$ cat src/rtl/display_scan_controller.sv
// ----------------------------------------------------------------------------
// display_scan_controller
//
// Timed scan scheduler for a 4-digit multiplexed 7-segment display. Each digit
// owns a slot of CLK_DIV clock cycles. Each slot is split into 16 phases that
// implement a brightness duty. A 16-bit display value is double-buffered: loads
// land in a shadow register and are committed to the active register only when
// slot 3 wraps to slot 0, so a frame never shows a mix of two values.
//
// Parameters:
//   CLK_DIV        clock cycles per digit slot (multiple of 16, at least 16)
//
// Ports:
//   i_Clk          system clock, rising edge
//   i_Rst          asynchronous active-high reset
//   i_En           scan enable; low blanks the anodes and freezes the scan
//   i_Valor        display value, [3:0] = digit 0 ... [15:12] = digit 3
//   i_Load         one-cycle request to capture i_Valor into the shadow
//   i_Brillo       brightness, on-time = (i_Brillo+1)/16 of a slot
//   i_Blank_Ceros  enables leading-zero blanking
//   o_Anodo        one-hot anode enable, active-high, 0000 = dark
//   o_Sel          index of the current digit slot
//   o_Digito       active nibble for the current slot
//   o_Pend         shadow holds a value not yet committed
//   o_Frame        pulse on the last cycle of slot 3
// ----------------------------------------------------------------------------
module display_scan_controller #(
   parameter int unsigned CLK_DIV = 50000
) (
   input  logic        i_Clk,
   input  logic        i_Rst,
   input  logic        i_En,
   input  logic [15:0] i_Valor,
   input  logic        i_Load,
   input  logic [3:0]  i_Brillo,
   input  logic        i_Blank_Ceros,
   output logic [3:0]  o_Anodo,
   output logic [1:0]  o_Sel,
   output logic [3:0]  o_Digito,
   output logic        o_Pend,
   output logic        o_Frame
);

   // Cycles per brightness phase; CLK_DIV is required to be a multiple of 16.
   localparam int unsigned SUB_DIV = CLK_DIV / 16;
   localparam int unsigned DIV_W   = (CLK_DIV > 1) ? $clog2(CLK_DIV) : 1;
   localparam int unsigned SUB_W   = (SUB_DIV > 1) ? $clog2(SUB_DIV) : 1;

   localparam logic [DIV_W-1:0] DIV_LAST = DIV_W'(CLK_DIV - 1);
   localparam logic [SUB_W-1:0] SUB_LAST = SUB_W'(SUB_DIV - 1);

   // -------------------------------------------------------------------------
   // State
   // -------------------------------------------------------------------------
   logic             r_Run;      // set by the first enabled edge after reset
   logic [DIV_W-1:0] r_Div;
   logic [SUB_W-1:0] r_Sub;
   logic [3:0]       r_Phase;
   logic [1:0]       r_Slot;
   logic [15:0]      r_Active;
   logic [15:0]      r_Shadow;
   logic [3:0]       r_Bright;

   logic [3:0]       r_Anodo;
   logic [1:0]       r_Sel;
   logic [3:0]       r_Digito;
   logic             r_Pend;
   logic             r_Frame;

   // -------------------------------------------------------------------------
   // Next-state signals
   // -------------------------------------------------------------------------
   logic             w_Start;
   logic             w_Advance;
   logic             w_Div_Last;
   logic             w_Sub_Last;
   logic             w_Slot_Start;
   logic             w_Wrap;
   logic             w_Commit;

   logic             w_Run_Next;
   logic [DIV_W-1:0] w_Div_Next;
   logic [SUB_W-1:0] w_Sub_Next;
   logic [3:0]       w_Phase_Next;
   logic [1:0]       w_Slot_Next;
   logic [15:0]      w_Active_Next;
   logic [15:0]      w_Shadow_Next;
   logic [3:0]       w_Bright_Next;
   logic             w_Pend_Next;

   logic             w_Blank;
   logic [3:0]       w_Digito_Next;
   logic [3:0]       w_Anodo_Next;
   logic             w_Frame_Next;

   // -------------------------------------------------------------------------
   // Scan counters: div / phase / slot
   // -------------------------------------------------------------------------
   always_comb begin
      w_Start      = i_En & ~r_Run;
      w_Advance    = i_En & r_Run;
      w_Div_Last   = (r_Div == DIV_LAST);
      w_Sub_Last   = (r_Sub == SUB_LAST);
      w_Slot_Start = w_Start | (w_Advance & w_Div_Last);
      w_Wrap       = w_Advance & w_Div_Last & (r_Slot == 2'd3);

      w_Run_Next   = r_Run | i_En;
      w_Div_Next   = r_Div;
      w_Sub_Next   = r_Sub;
      w_Phase_Next = r_Phase;
      w_Slot_Next  = r_Slot;

      if (w_Start) begin
         // First enabled edge opens slot 0 without advancing the count.
         w_Div_Next   = '0;
         w_Sub_Next   = '0;
         w_Phase_Next = 4'd0;
         w_Slot_Next  = 2'd0;
      end else if (w_Advance) begin
         if (w_Div_Last) begin
            w_Div_Next   = '0;
            w_Sub_Next   = '0;
            w_Phase_Next = 4'd0;
            w_Slot_Next  = r_Slot + 2'd1;
         end else begin
            w_Div_Next = r_Div + DIV_W'(1);
            if (w_Sub_Last) begin
               w_Sub_Next   = '0;
               w_Phase_Next = r_Phase + 4'd1;
            end else begin
               w_Sub_Next = r_Sub + SUB_W'(1);
            end
         end
      end

      // Brightness only changes at slot boundaries so a slot's duty is stable.
      w_Bright_Next = w_Slot_Start ? i_Brillo : r_Bright;
   end

   // -------------------------------------------------------------------------
   // Double buffer
   // -------------------------------------------------------------------------
   always_comb begin
      // A load on the wrap edge bypasses the shadow and lands in active directly.
      w_Commit      = w_Wrap & (r_Pend | i_Load);
      w_Shadow_Next = i_Load ? i_Valor : r_Shadow;
      w_Active_Next = r_Active;
      w_Pend_Next   = r_Pend;

      if (w_Commit) begin
         w_Active_Next = i_Load ? i_Valor : r_Shadow;
         w_Pend_Next   = 1'b0;
      end else if (i_Load) begin
         w_Pend_Next = 1'b1;
      end
   end

   // -------------------------------------------------------------------------
   // Output decode, evaluated on next-state values so outputs can be registered
   // -------------------------------------------------------------------------
   always_comb begin
      w_Digito_Next = w_Active_Next[3:0];
      w_Blank       = 1'b0;
      unique case (w_Slot_Next)
         2'd0: begin
            w_Digito_Next = w_Active_Next[3:0];
            w_Blank       = 1'b0;
         end
         2'd1: begin
            w_Digito_Next = w_Active_Next[7:4];
            w_Blank       = (w_Active_Next[15:4] == 12'd0);
         end
         2'd2: begin
            w_Digito_Next = w_Active_Next[11:8];
            w_Blank       = (w_Active_Next[15:8] == 8'd0);
         end
         2'd3: begin
            w_Digito_Next = w_Active_Next[15:12];
            w_Blank       = (w_Active_Next[15:12] == 4'd0);
         end
         default: begin
            w_Digito_Next = w_Active_Next[3:0];
            w_Blank       = 1'b0;
         end
      endcase
      w_Blank = w_Blank & i_Blank_Ceros;

      w_Anodo_Next = 4'b0000;
      if (i_En && !w_Blank && (w_Phase_Next <= w_Bright_Next)) begin
         w_Anodo_Next = 4'b0001 << w_Slot_Next;
      end

      // Only asserted on an edge that actually advanced into the last cycle,
      // so a scan frozen on that cycle does not hold the pulse high.
      w_Frame_Next = w_Advance & (w_Slot_Next == 2'd3) & (w_Div_Next == DIV_LAST);
   end

   // -------------------------------------------------------------------------
   // Registers
   // -------------------------------------------------------------------------
   always_ff @(posedge i_Clk or posedge i_Rst) begin
      if (i_Rst) begin
         r_Run    <= 1'b0;
         r_Div    <= '0;
         r_Sub    <= '0;
         r_Phase  <= 4'd0;
         r_Slot   <= 2'd0;
         r_Active <= 16'd0;
         r_Shadow <= 16'd0;
         r_Bright <= 4'd0;
         r_Anodo  <= 4'b0000;
         r_Sel    <= 2'd0;
         r_Digito <= 4'd0;
         r_Pend   <= 1'b0;
         r_Frame  <= 1'b0;
      end else begin
         r_Run    <= w_Run_Next;
         r_Div    <= w_Div_Next;
         r_Sub    <= w_Sub_Next;
         r_Phase  <= w_Phase_Next;
         r_Slot   <= w_Slot_Next;
         r_Active <= w_Active_Next;
         r_Shadow <= w_Shadow_Next;
         r_Bright <= w_Bright_Next;
         r_Anodo  <= w_Anodo_Next;
         r_Sel    <= w_Slot_Next;
         r_Digito <= w_Digito_Next;
         r_Pend   <= w_Pend_Next;
         r_Frame  <= w_Frame_Next;
      end
   end

   assign o_Anodo  = r_Anodo;
   assign o_Sel    = r_Sel;
   assign o_Digito = r_Digito;
   assign o_Pend   = r_Pend;
   assign o_Frame  = r_Frame;

endmodule

$ cat config.mk
export PLATFORM = sky130hd
export DESIGN_NAME = display_scan_controller
export DESIGN_NICKNAME = d
export VERILOG_FILES = /design/src/rtl/display_scan_controller.sv
export SDC_FILE = /design/constraint.sdc
export NUM_CORES = 1
export LEC_CHECK = 0
export CORE_MARGIN = 2
export CORE_UTILIZATION = 42
export DETAILED_ROUTE_END_ITERATION = 6
export SKIP_LAST_GASP = 1
export SLEW_MARGIN = 20
export SYNTH_ARGS = -nofsm -noshare
export SYNTH_HDL_FRONTEND = slang
export SYNTH_SLANG_ARGS = --single-unit
$ cat constraint.sdc
create_clock -name i_Clk -period 3.3 [get_ports i_Clk]
set_clock_uncertainty 0.2 [all_clocks]
set_input_delay 0.66 -clock i_Clk [delete_from_list [all_inputs] [get_ports i_Clk]]
set_output_delay 0.66 -clock i_Clk [all_outputs]
set_load 0.01 [all_outputs]
Yosys cells after proc, flatten, opt, wreduce, memory -nomap -nowiden

Cells that the tools add are included.

Register bits: 81
Bits of input ports: 25
Output and inout port bits: 12
Word-level logic and storage cells: 68

$add $sub $neg: 4
$lt $le $gt $ge: 1
Eq/ne operators: 7
Shift operators: 1
Muxes and demuxes: 22
Bitwise gates (word level): 12
Reduce and logical (&&, ||, !) cells: 9

Operators by type and width:

| kind                                                                  | number |
|---|---|
| 16-bit two-way mux                                                    | 5 |
| 12-bit two-way mux                                                    | 4 |
| 16-bit equality test, second input constant                           | 2 |
| 4-bit two-way mux                                                     | 6 |
| 16-bit by 1-bit adder with 16-bit output, second input constant       | 1 |
| 4-bit one-hot mux with 4 select lines                                 | 1 |
| 12-bit by 1-bit adder with 12-bit output, second input constant       | 1 |
| 12-bit equality test, second input constant                           | 1 |
| 12-bit zero test                                                      | 1 |
| 1-bit AND                                                             | 8 |
| 8-bit zero test                                                       | 1 |
| 2-bit equality test, second input constant                            | 3 |
| 2-bit two-way mux                                                     | 3 |
| 4-bit by 1-bit adder with 4-bit output, second input constant         | 1 |
| 4-bit less-or-equal comparator                                        | 1 |
| 4-bit zero test                                                       | 1 |
| 1-bit one-hot mux with 4 select lines                                 | 1 |
| 2-bit nonzero test                                                    | 2 |
| 1-bit by 2-bit << shifter with 4-bit output, first input constant     | 1 |
| 1-bit OR                                                              | 3 |
| 2-bit by 1-bit adder with 2-bit output, second input constant         | 1 |
| 2-bit by 1-bit equality test with 1-bit output, second input constant | 1 |
| 1-bit logical AND                                                     | 2 |
| 2-bit zero test                                                       | 1 |
| other kinds (3)                                                       | 4 |

Depth between registers and ports, before layout

Gate-level depths: netlist of run 1.

Depth in word-level cells: 12
Mapped depth: 15
Gate-level depth less buffers: 15

Worst setup path after synthesis of run 1

Ideal clock, no wire load.

Path type: register to register
Start point: register r_Div[4]
End point: register r_Anodo[2], in the netlist o_Anodo[2]
Library setup time: 112 ps
Data arrival time: 3108 ps
Data required time: 2988 ps
Path slack: -119 ps
Cell stages (with the launch flop): 16
Path buffers: 4
Period minus slack after synthesis: 3419 ps
Cell sequence: dfrtp_1 buf_6 nor4_4 nand4_2 buf_4 o31ai_2 buf_2 buf_2 nor2_1 ha_1 nor2b_1 o21ai_0 nand2b_1 a21oi_1 o21ai_0 a2111oi_2

RTL lines:

| element                        | RTL line | RTL |
|---|---|---|
| from (decl)                    | 56       | `logic [DIV_W-1:0] r_Div;` |
| from (signal assigned)         | 218      | `r_Div <= w_Div_Next;` |
| 16-bit equality test           | 102      | `w_Div_Last = (r_Div == DIV_LAST);` |
| 4-bit two-way mux              | 120      | `if (w_Div_Last) begin` |
| 4-bit two-way mux              | 119      | `end else if (w_Advance) begin` |
| 4-bit two-way mux              | 113      | `if (w_Start) begin` |
| named net w_Phase_Next[1]      | 84       | `logic [3:0] w_Phase_Next;` |
| 4-bit less-or-equal comparator | 189      | `if (i_En && !w_Blank && (w_Phase_Next <= w_Bright_Next)) begin` |
| 1-bit logical AND              | 189      |  |
| 4-bit two-way mux              | 189      |  |
| named net w_Anodo_Next[2]      | 93       | `logic [3:0] w_Anodo_Next;` |
| to (signal assigned)           | 225      | `r_Anodo <= w_Anodo_Next;` |
| to (decl)                      | 64       | `logic [3:0] r_Anodo;` |

The timed path passes the listed nets, and every way through them passes these cells.
A chain may end at the register's enable or synchronous reset.

Worst setup path in the final report of run 1

Start point: register r_Sub[7]
End point: register r_Anodo[0], in the netlist o_Anodo[0]

Cells in the longest elaborated chain, start to end: 8

RTL lines:

| element                        | RTL line | RTL |
|---|---|---|
| from (decl)                    | 57       | `logic [SUB_W-1:0] r_Sub;` |
| from (signal assigned)         | 219      | `r_Sub <= w_Sub_Next;` |
| 12-bit equality test           | 103      | `w_Sub_Last = (r_Sub == SUB_LAST);` |
| 4-bit two-way mux              | 127      | `if (w_Sub_Last) begin` |
| 4-bit two-way mux              | 120      |  |
| 4-bit two-way mux              | 119      |  |
| 4-bit two-way mux              | 113      |  |
| named net w_Phase_Next[3]      | 84       |  |
| 4-bit less-or-equal comparator | 189      |  |
| 1-bit logical AND              | 189      |  |
| 4-bit two-way mux              | 189      |  |
| named net w_Anodo_Next[0]      | 93       |  |

The timed path passes the listed nets, and every way through them passes these cells.

==> results of run 1 <==
[final cells by class]
cell class / count / share of cell area [%]
inverter: 16 / 1.200
tap: 133 / 3.257
clock inverter: 7 / 1.641
timing repair buffer: 68 / 12.71
clock buffer: 9 / 2.424
multi-input combinational: 266 / 39.10
sequential: 81 / 39.67
[layout by cell type (no fill, tap or decap), types with 3 or more instances in the layout]
cell type        instances
a211oi_1                 3
a21oi_1                  3
a22oi_1                  4
and2_1                   4
and3_1                   8
and4_1                   3
buf_12                   3
buf_4                   26
buf_6                    3
clkbuf_8                 9
clkdlybuf4s50_1         36
dfrtp_1                 81
ha_1                     9
inv_1                   12
inv_2                    3
inv_6                    3
mux2_1                   3
mux2_2                  26
mux2i_1                  9
nand2_1                 27
nand2b_1                 8
nand3_1                 14
nand4_1                  5
nor2_1                  24
nor2_2                   3
nor3_1                  10
nor3_2                   3
nor4_1                   6
o2111ai_1                3
o211ai_2                 3
o21ai_0                 18
o21ai_1                  6
xnor2_1                  8
xor2_1                  13
[critical path: stages, from the launching register on]
cell,delay [ps]
dfrtp_1,380
or4b_1,520
or4_4,460
nor2_4,120
buf_6,110
nand4_1,120
xor2_1,180
nor2_1,140
ha_1,260
and4_4,200
o21ai_4,240
buf_6,130
nor2_2,30
[sequential cells by signal (all words and copies together), names as in the netlist]
name and count:
r_Active 16, r_Div 16, r_Shadow 16, r_Sub 12
o_Anodo 4, o_Digito 4, r_Bright 4, r_Phase 4
o_Sel 2, o_Frame 1, o_Pend 1, r_Run 1
[per-layer routing]
layer | wire length, µm | vias up | global-route usage, %
li1 | - | 1491 | -
met1 | 4315 | 1498 | 25.95
met2 | 3874 | 44 | 26.52
met3 | 325 | 7 | 3.390
met4 | 80 | 0 | 5.162
met5 | 0 | - | 0
[power groups by stage]
stage          combinational, µW  sequential (µW)  clock [µW]
2_1_floorplan                275             1130           0
3_3_place_gp                 359             1160           0
3_5_place_dp                 365             1160           0
4_1_cts                      366             1140         789
5_1_grt                      422             1150         830
6_report                     372             1140         765
[cell families (layout without fill, tap and decap cells)]
group	count (synthesis)	count (layout)	synth area share, %
simple gates	140	140	20.19
buf+inv	27	100	3.345
xor+xnor	21	21	4.471
fa+ha+maj	9	9	2.737
flops	81	81	49.27
compound gates	58	58	9.855
mux	38	38	10.13
[repair_timing]
item | 4_1_cts | 5_1_grt
hold buffers | 0 | 0
resized for setup | 0 | 11
buffers inserted | 1 | 2
gates cloned | 0 | 0
pin swaps | 1 | 8
setup endpoints to repair | 2 | 4
[worst min path at each step]
| stage | from | end | slack (ps) | depth (start not counted) |
|---|---|---|---|---|
| final | r_Sub[11] | r_Sub[11] | 290 | 1 |
| after global placement | r_Bright[0] | r_Bright[0] | 270 | 1 |
| after detailed placement | r_Sub[11] | r_Sub[11] | 280 | 1 |
| after global routing | r_Bright[0] | r_Bright[0] | 320 | 1 |
| after CTS | r_Sub[11] | r_Sub[11] | 300 | 1 |
| after floorplan | r_Sub[11] | r_Sub[11] | 240 | 1 |
[per-stage QoR]
| stage | util [%] | cell area, µm² | setup slack (ps) | instances | hold WS [ps] |
|---|---|---|---|---|---|
| finish | 53.01 | 5110 | 126.3 | 580 | 291.9 |
| global route | 53.01 | 5110 | -38.19 | 580 | 317.7 |
| CTS | 52.31 | 5042 | -11.65 | 578 | 295.4 |
| detailed placement | 50.08 | 4827 | -257.2 | 561 | 276.1 |
| global placement | 50.08 | 4827 | -165.5 | 561 | 270.0 |
| floorplan | - | 4126 | 51.00 | 374 | 239.1 |
==> flow_metrics.env, run 1 <==
export IMPL_crit_fanout=4
export IMPL_via_per_inst=5.241
export IMPL_clockBufferDepth=2
export IMPL_core_area_um2=9639
export IMPL_regArea_um2=2027
export IMPL_synthFlopType="dfrtp_1"
export IMPL_finalSetupViolations=0
export IMPL_yosysMostFrequentCell="dfrtp_1"
export IMPL_leakage_uw=0.002249
export IMPL_cts_sinks=81
export IMPL_cap_violations=0
export IMPL_first_iter_violations=102
export IMPL_route_vias_total=3040
export IMPL_nets=476
export IMPL_endpoint="o_Anodo[0]"
export IMPL_synth_cells_most_frequent="dfrtp_1 (81), nand2_1 (27), mux2_2 (26), nor2_1 (26), o21ai_0 (20)"
export IMPL_synthCells=374
export IMPL_track_usage_pct=17.62
export IMPL_synth_top_area_cell="dfrtp_1"
export IMPL_htree_levels=3
export IMPL_synth_area_per_cell_um2=11.00
export IMPL_drtPass1Iterations=4
export IMPL_fillers=883
export IMPL_swShare_pct=28.74
export IMPL_cts_root_buffer="clkbuf_8"
export IMPL_regToRegEndpoint="o_Anodo[0]"
export IMPL_die_w_um=103.0
export IMPL_async_flop_share_pct=100.0
export IMPL_grt_pass1_wl_mm=14.46
export IMPL_pwr_share_comb_pct=16.4
export IMPL_antenna_left=0
export IMPL_syn_to_final_growth_pct=24.21
export IMPL_grt_antenna_before_repair=0
export IMPL_status="finished, final reports clean"
export IMPL_syn_nets=408
export IMPL_synth_edf_count=0
export IMPL_rows=36
export IMPL_dp_hpwl_mm=6.420
export IMPL_multi_input_area_um2=1998
export IMPL_start_util_pct=42.68
export IMPL_drv_slew=0
export IMPL_crit_required_ps=3350
export IMPL_synth_top_area_share_pct=49.27
export IMPL_drive_above_1_share_pct=24.61
export IMPL_post_drt_wl_per_cell_um=14.82
export IMPL_p_switching_uw=653.9
export IMPL_numCtsBuffers=9
export IMPL_fmax_mhz=315.1
export IMPL_grt_max_degree=32
export IMPL_worstHoldPathType="reg -> reg"
export IMPL_crit_path_start_kind="flip-flop"
export IMPL_power_frac_clock_pct=33.6
export IMPL_ys_seq_area_share_pct=49.27
export IMPL_ir_drop_uv=212.7
export IMPL_grt_overflow=0
export IMPL_portBuffers=36
export IMPL_worst_setup_path_end_kind="flip-flop"
export IMPL_seq_power_share_pct=50.0
export IMPL_crit_path_start="r_Sub[7]"
export IMPL_tightest_slew_ps=726.6
export IMPL_total_power_uw=2275
export IMPL_clk_pin_slew_ps=90
export IMPL_yosys_warnings=0
export IMPL_synth_seq_cells=81
export IMPL_cts_tree="yes"
export IMPL_clock_latency_ps=350
export IMPL_r2r_start="r_Sub[7]"
export IMPL_remaining_drc_errors=0
export IMPL_cp_arrival_ps=3220
export IMPL_hold_violations=0
export IMPL_routed_wirelength_mm=8.596
export IMPL_maxSlewHeadroom_pct=51.42
export IMPL_period_share_pct=96.17
export IMPL_pin_count=37
export IMPL_setup_tns_ps=0
export IMPL_gp_congestion=0.7723
export IMPL_internal_power_uw=1621
export IMPL_critical_path_class="reg -> reg"
export IMPL_synth_distinct_cells=60
export IMPL_diodes=0
export IMPL_rsz0062_at_grt="true"
export IMPL_reg2reg_depth=12
export IMPL_syn_area_um2=4114
export IMPL_rrSetupSlack_ps=130
export IMPL_die_area_um2=10600
export IMPL_powerDensity_nw_per_um2=445.2
export IMPL_die_height_um=103.0
export IMPL_period_needed_ps=3174
export IMPL_grt_pass1_vias=2957
export IMPL_synthTopCellsByArea="dfrtp_1 (49%), mux2_2 (7.1%), xor2_1 (2.8%), ha_1 (2.7%), nand2_1 (2.5%)"
Note: power is estimated with default switching activity, not from simulation.
==> run 2, diff against run 1 <==
--- a/config.mk
+++ b/config.mk
@@ -8,6 +8,7 @@
 export CORE_MARGIN = 2
 export CORE_UTILIZATION = 42
 export DETAILED_ROUTE_END_ITERATION = 6
+export REMOVE_ABC_BUFFERS = 1
 export SKIP_LAST_GASP = 1
 export SLEW_MARGIN = 20
 export SYNTH_ARGS = -nofsm -noshare
==> run 2 against run 1 <==
- first-iteration DRC count is 35% higher
- clock power increased by 0.8%
- cell area increased by 0.49%
==> flow_metrics.env, run 2 (same netlist as run 1, synthesis figures left out) <==
export IMPL_first_iter_violations=138
export IMPL_top_layer_used="met4"
export IMPL_worstHoldPathType="reg -> reg"
export IMPL_die_height_um=103.0
export IMPL_clock_latency_ps=360
export IMPL_die_w_um=103.0
export IMPL_fmax_mhz=305.9
export IMPL_hold_ws_ps=300.6
export IMPL_critical_path_class="reg -> reg"
export IMPL_pin_count=37
export IMPL_crit_path_start_kind="flip-flop"
export IMPL_grt_max_degree=40
export IMPL_slowest_delay_ps=520
export IMPL_route_met2_wl_mm=4.268
export IMPL_drtPass1Iterations=4
export IMPL_clk_pin_slew_ps=90
export IMPL_finalSetupViolations=0
export IMPL_min_path_cells=1
export IMPL_final_cell_mix="dfrtp_1 (81), buf_4 (42), clkdlybuf4s50_1 (36), nand2_1 (27)"
export IMPL_status="finished, final reports clean"
export IMPL_grt_antenna_before_repair=0
export IMPL_drv_slew=0
export IMPL_grt_pass1_wl_mm=14.62
export IMPL_reg2reg_depth=12
export IMPL_syn_to_final_growth_pct=24.82
export IMPL_period_share_pct=99.07
export IMPL_cts_root_buffer="clkbuf_8"
export IMPL_dp_cells=575
export IMPL_portBuffers=36
export IMPL_powerDensity_nw_per_um2=444.5
export IMPL_instances_no_fill=592
export IMPL_top_regs="r_Active: 16 flops, r_Div: 16 flops, r_Shadow: 16 flops"
export IMPL_track_usage_pct=17.93
export IMPL_die_area_um2=10600
export IMPL_diodes=0
export IMPL_r2r_start="r_Sub[8]"
export IMPL_cts_tree="yes"
export IMPL_final_common_cell="dfrtp_1"
export IMPL_grt_overflow=0
export IMPL_worst_setup_path_end_kind="flip-flop"
export IMPL_period_needed_ps=3269
export IMPL_regToRegEndpoint="o_Anodo[1]"
export IMPL_post_drt_wl_per_cell_um=14.70
export IMPL_routed_wirelength_mm=8.700
export IMPL_grt_pass1_vias=3054
export IMPL_tightest_slew_ps=709.7
export IMPL_rrSetupSlack_ps=30
export IMPL_hold_violations=0
export IMPL_via_per_inst=5.191
export IMPL_drive_above_1_share_pct=25.71
export IMPL_leakage_uw=0.002300
export IMPL_gp_congestion=0.7956
export IMPL_rows=36
export IMPL_cp_arrival_ps=3320
export IMPL_wl_met1_mm=3.998
export IMPL_route_vias_total=3073
export IMPL_ir_drop_uv=240.3
export IMPL_crit_required_ps=3350
export IMPL_crit_chain="or4b_1 -> or4_4 -> nor2_4 -> mux2i_1 -> nor2_1 -> ha_1 -> nor2b_1 -> o21ai_1 -> nand2b_1 -> a21oi_2 -> o21ai_4 -> a2111oi_2"
export IMPL_cap_violations=0
export IMPL_numCtsBuffers=9
export IMPL_fillers=885
export IMPL_holdPathEnd="r_Bright[0]"
export IMPL_remaining_drc_errors=0
export IMPL_met3_length_um=337
export IMPL_antenna_left=0
export IMPL_crit_fanout=4
export IMPL_rsz0062_at_grt="true"
export IMPL_htree_levels=3
export IMPL_dp_hpwl_mm=6.563
export IMPL_clockBufferDepth=2
export IMPL_start_util_pct=42.68
export IMPL_maxSlewHeadroom_pct=52.55
export IMPL_cts_sinks=81
export IMPL_cp_slowest_cell="or4b_1"
export IMPL_nets=488
export IMPL_core_area_um2=9639
export IMPL_hp_start="r_Bright[0]"
==> run 2: changes by cell type in the layout (fill, tap and decap cells not counted), sizes merged <==
| cell | change |
|---|---|
| clkinvlp | +1 |
| clkinv | -1 |
| buf | +12 |
==> run 2: power by group <==
group | switching [µW] | total (µW) | internal (µW) | leakage [µW]
clock network | 406 | 771 | 366 | 0.000100
logic | 184 | 373 | 189 | 0.00114
registers | 71.0 | 1140 | 1070 | 0.00106
total | 660 | 2280 | 1620 | 0.00230
==> run 2: layer usage <==
layer / GRT usage [%] / vias up
met3: 3.797 / 8
met2: 29.77 / 41
met5: 0 / -
met1: 23.37 / 1519
met4: 6.073 / 0
li1: - / 1505
==> run 2: how the worst max path moves through the flow <==
stage          startpoint    endpoint  slack (ps)  cells after the start
6_report         r_Sub[8]  o_Anodo[1]          30                     12
5_1_grt          r_Sub[8]  o_Anodo[1]        -140                     12
4_1_cts          r_Sub[8]  o_Anodo[1]          -8                     13
3_5_place_dp         i_En  o_Anodo[2]        -410                     13
3_3_place_gp         i_En  o_Anodo[2]        -310                     13
2_1_floorplan    r_Div[4]  o_Anodo[2]        -670                     12
==> run 2: final cells by class <==
type	instances	area, µm²	share of cell area, %
sequential	81	2027	39.47
multi-input combinational	266	1964	38.26
timing repair buffer	80	706.9	13.77
tap	133	166.4	3.241
clock buffer	9	123.9	2.412
clock inverter	7	85.08	1.657
inverter	16	61.31	1.194
==> run 2: through the flow <==
| step | power, µW | instance area, µm² | setup slack, ps | util (%) | TNS [ps] |
|---|---|---|---|---|---|
| 3_5_place_dp | 1532 | 4900 | -406.8 | 50.83 | -1450 |
| 3_3_place_gp | 1520 | 4900 | -305.9 | 50.83 | -965.5 |
| 5_1_grt | 2417 | 5135 | -144.3 | 53.27 | -353.1 |
| 4_1_cts | 2312 | 5120 | -8.301 | 53.12 | -13.77 |
| 2_1_floorplan | 1381 | 4036 | -665.4 | - | -2281 |
| 6_report | 2283 | 5135 | 30.56 | 53.27 | 0 |
==> run 2: worst max-delay path: cells and delay by family, from the launching register on <==
kind | cells | cell delay [ps]
AO/OA/AOI/OAI | 4 | 720
adder cells (fa/ha/maj) | 1 | 290
flip-flops | 1 | 390
multiplexers | 1 | 190
AND/OR/NAND/NOR | 6 | 1380
==> run 2: what timing repair did <==
action,CTS,global route
hold buffers,0,0
gates cloned,0,0
resized for setup,5,1
buffers inserted,1,1
pin swaps,8,2
endpoints found under the hold margin,0,0
setup endpoints to repair,4,3
==> run 3, diff against run 2 <==
--- a/config.mk
+++ b/config.mk
@@ -5,9 +5,13 @@
 export SDC_FILE = /design/constraint.sdc
 export NUM_CORES = 1
 export LEC_CHECK = 0
+export CELL_PAD_IN_SITES_DETAIL_PLACEMENT = 1
+export CELL_PAD_IN_SITES_GLOBAL_PLACEMENT = 1
 export CORE_MARGIN = 2
-export CORE_UTILIZATION = 42
+export CORE_UTILIZATION = 41
 export DETAILED_ROUTE_END_ITERATION = 6
+export HOLD_SLACK_MARGIN = 0.06
+export PLACE_DENSITY_LB_ADDON = 0.1
 export REMOVE_ABC_BUFFERS = 1
 export SKIP_LAST_GASP = 1
 export SLEW_MARGIN = 20
==> run 3 against run 2 <==
- global-route usage up 2.5 points
- die area up 2.3%
- worst setup slack better by 46 ps
- critical path depth unchanged
- critical endpoint is now o_Anodo[0]
- count of clock-buffer cells in the layout up 1
- utilization up 0.11 points
- cell count up 1.0%
- first-iteration DRC count down 35%
- cell area up 1.6%
- hold slack better by 5.1 ps
- via count up 3.9%
- largest cell class unchanged
==> flow_metrics.env, run 3 (same netlist as run 1, synthesis figures left out) <==
export IMPL_status="finished, final reports clean"
export IMPL_ir_drop_uv=207.0
export IMPL_clockBufferDepth=2
export IMPL_via_per_inst=5.339
export IMPL_cts_sinks=81
export IMPL_met3_usage_pct=3.634
export IMPL_met1_usage_pct=26.49
export IMPL_dp_cells=577
export IMPL_htree_levels=3
export IMPL_crit_path_start_kind="flip-flop"
export IMPL_grt_overflow=0
export IMPL_top_regs="r_Active: 16 flops, r_Div: 16 flops, r_Shadow: 16 flops"
export IMPL_die_height_um=104.2
export IMPL_cp_slowest_cell="or4b_1"
export IMPL_drv_slew=0
export IMPL_min_path_cells=1
export IMPL_finalSetupViolations=0
export IMPL_fillers=1111
export IMPL_grt_pass1_wl_mm=17.60
export IMPL_die_area_um2=10850
export IMPL_cap_violations=0
export IMPL_maxSlewHeadroom_pct=50.60
export IMPL_crit_fanout=4
export IMPL_crit_required_ps=3370
export IMPL_post_drt_wl_per_cell_um=17.43
export IMPL_internal_power_uw=1648
export IMPL_seq_power_share_pct=49.0
export IMPL_cp_top_family="simple AND/OR/NAND/NOR gates"
export IMPL_final_common_cell="dfrtp_1"
export IMPL_cp_arrival_ps=3290
export IMPL_routed_wirelength_mm=10.42
export IMPL_syn_to_final_growth_pct=26.82
export IMPL_holdBufCountCts=0
export IMPL_portBuffers=36
export IMPL_core_area_um2=9774
export IMPL_worstHoldPathType="reg -> reg"
export IMPL_route_vias_total=3193
export IMPL_grt_use_met2_pct=34.45
export IMPL_gp_congestion=0.7798
export IMPL_path_buf_inv=2
export IMPL_period_needed_ps=3224
export IMPL_holdPathEnd="r_Shadow[3]"
export IMPL_hold_ws_ps=305.7
export IMPL_hp_start="r_Shadow[3]"
export IMPL_grt_max_degree=34
export IMPL_clk_pin_slew_ps=90
export IMPL_die_w_um=104.2
export IMPL_rsz0062_at_grt="true"
export IMPL_antenna_left=0
export IMPL_nets=494
export IMPL_remaining_drc_errors=0
export IMPL_hold_violations=0
export IMPL_tightest_slew_ps=738.9
export IMPL_cp_common_cell="nor2_1"
export IMPL_track_usage_pct=20.46
export IMPL_rrSetupSlack_ps=80
export IMPL_period_share_pct=97.69
export IMPL_leakage_uw=0.002350
export IMPL_fmax_mhz=310.2
export IMPL_clock_latency_ps=370
export IMPL_cts_root_buffer="clkbuf_8"
export IMPL_instances_no_fill=598
export IMPL_worst_setup_path_end_kind="flip-flop"
export IMPL_top_usage_layer="met2"
export IMPL_first_iter_violations=90
export IMPL_drive_above_1_share_pct=27.10
export IMPL_start_util_pct=42.09
export IMPL_numCtsBuffers=9
export IMPL_final_cell_mix="dfrtp_1 (81), buf_4 (46), clkdlybuf4s50_1 (36), nand2_1 (27), mux2_2 (26)"
export IMPL_grt_pass1_vias=3442
export IMPL_slowest_delay_ps=510
export IMPL_swShare_pct=29.28
export IMPL_cts_tree="yes"
export IMPL_regToRegEndpoint="o_Anodo[0]"
export IMPL_dp_hpwl_mm=7.827
export IMPL_reg2reg_depth=12
export IMPL_r2r_start="r_Sub[7]"
export IMPL_power_frac_clock_pct=34.1
export IMPL_grt_antenna_before_repair=0
export IMPL_rows=36
export IMPL_p_switching_uw=682.4
export IMPL_critical_path_class="reg -> reg"
export IMPL_drtPass1Iterations=4
export IMPL_pwr_share_comb_pct=17.0
export IMPL_pin_count=37
export IMPL_diodes=0
export IMPL_crit_chain="or4b_1 -> or4_4 -> nor2_4 -> buf_6 -> nand4_1 -> xor2_1 -> nor2_1 -> ha_1 -> and4_1 -> o21ai_4 -> buf_4 -> nor2_1"
export IMPL_powerDensity_nw_per_um2=446.6
## run 3: area by class of cell
class / count / area [µm²] / share of cell area, %
multi-input cells: 266 / 1974 / 37.84
clock inverters: 6 / 73.82 / 1.415
repair buffers: 86 / 777.0 / 14.89
clock buffers: 10 / 137.6 / 2.638
flip-flops and latches: 81 / 2027 / 38.85
well taps: 133 / 166.4 / 3.189
inverters: 16 / 61.31 / 1.175
## run 3: through the flow
stage / TNS, ps / area, µm² / total power (µW) / setup WS (ps) / util [%]
2_1_floorplan: -2281 / 4036 / 1381 / -665.4 / -
3_3_place_gp: -911.1 / 4940 / 1528 / -247.2 / 50.54
3_5_place_dp: -1678 / 4940 / 1555 / -426.5 / 50.54
4_1_cts: 0 / 5202 / 2346 / 63.31 / 53.23
5_1_grt: -333.6 / 5218 / 2444 / -110.4 / 53.38
6_report: 0 / 5218 / 2330 / 76.38 / 53.38
## run 3: power groups by stage
stage	sequential [µW]	combinational (µW)	clock, µW
6_report	1140	395	794
3_3_place_gp	1160	373	0
5_1_grt	1150	440	849
2_1_floorplan	1160	225	0
4_1_cts	1140	401	803
3_5_place_dp	1160	393	0
## run 3: routing by layer
metal / share of wire (%) / wire length, µm / vias to the layer above
met1: 46 / 4747 / 1613
met4: 1.4 / 150 / 0
li1: - / - / 1518
met5: 0 / 0 / -
met2: 50 / 5187 / 50
met3: 3.2 / 336 / 12
## run 3: worst max-delay path by stage
stage,from,to,cells after the start
2_1_floorplan,r_Div[4],o_Anodo[2],12
3_3_place_gp,i_En,o_Anodo[1],12
3_5_place_dp,i_En,o_Anodo[2],12
4_1_cts,r_Sub[7],o_Anodo[0],12
5_1_grt,r_Sub[7],o_Anodo[0],12
6_report,r_Sub[7],o_Anodo[0],12
## run 3: repair_timing
item,4_1_cts,5_1_grt
setup buffers,4,1
endpoints found under the setup margin,4,4
pin swaps,8,0
resized for setup,7,2
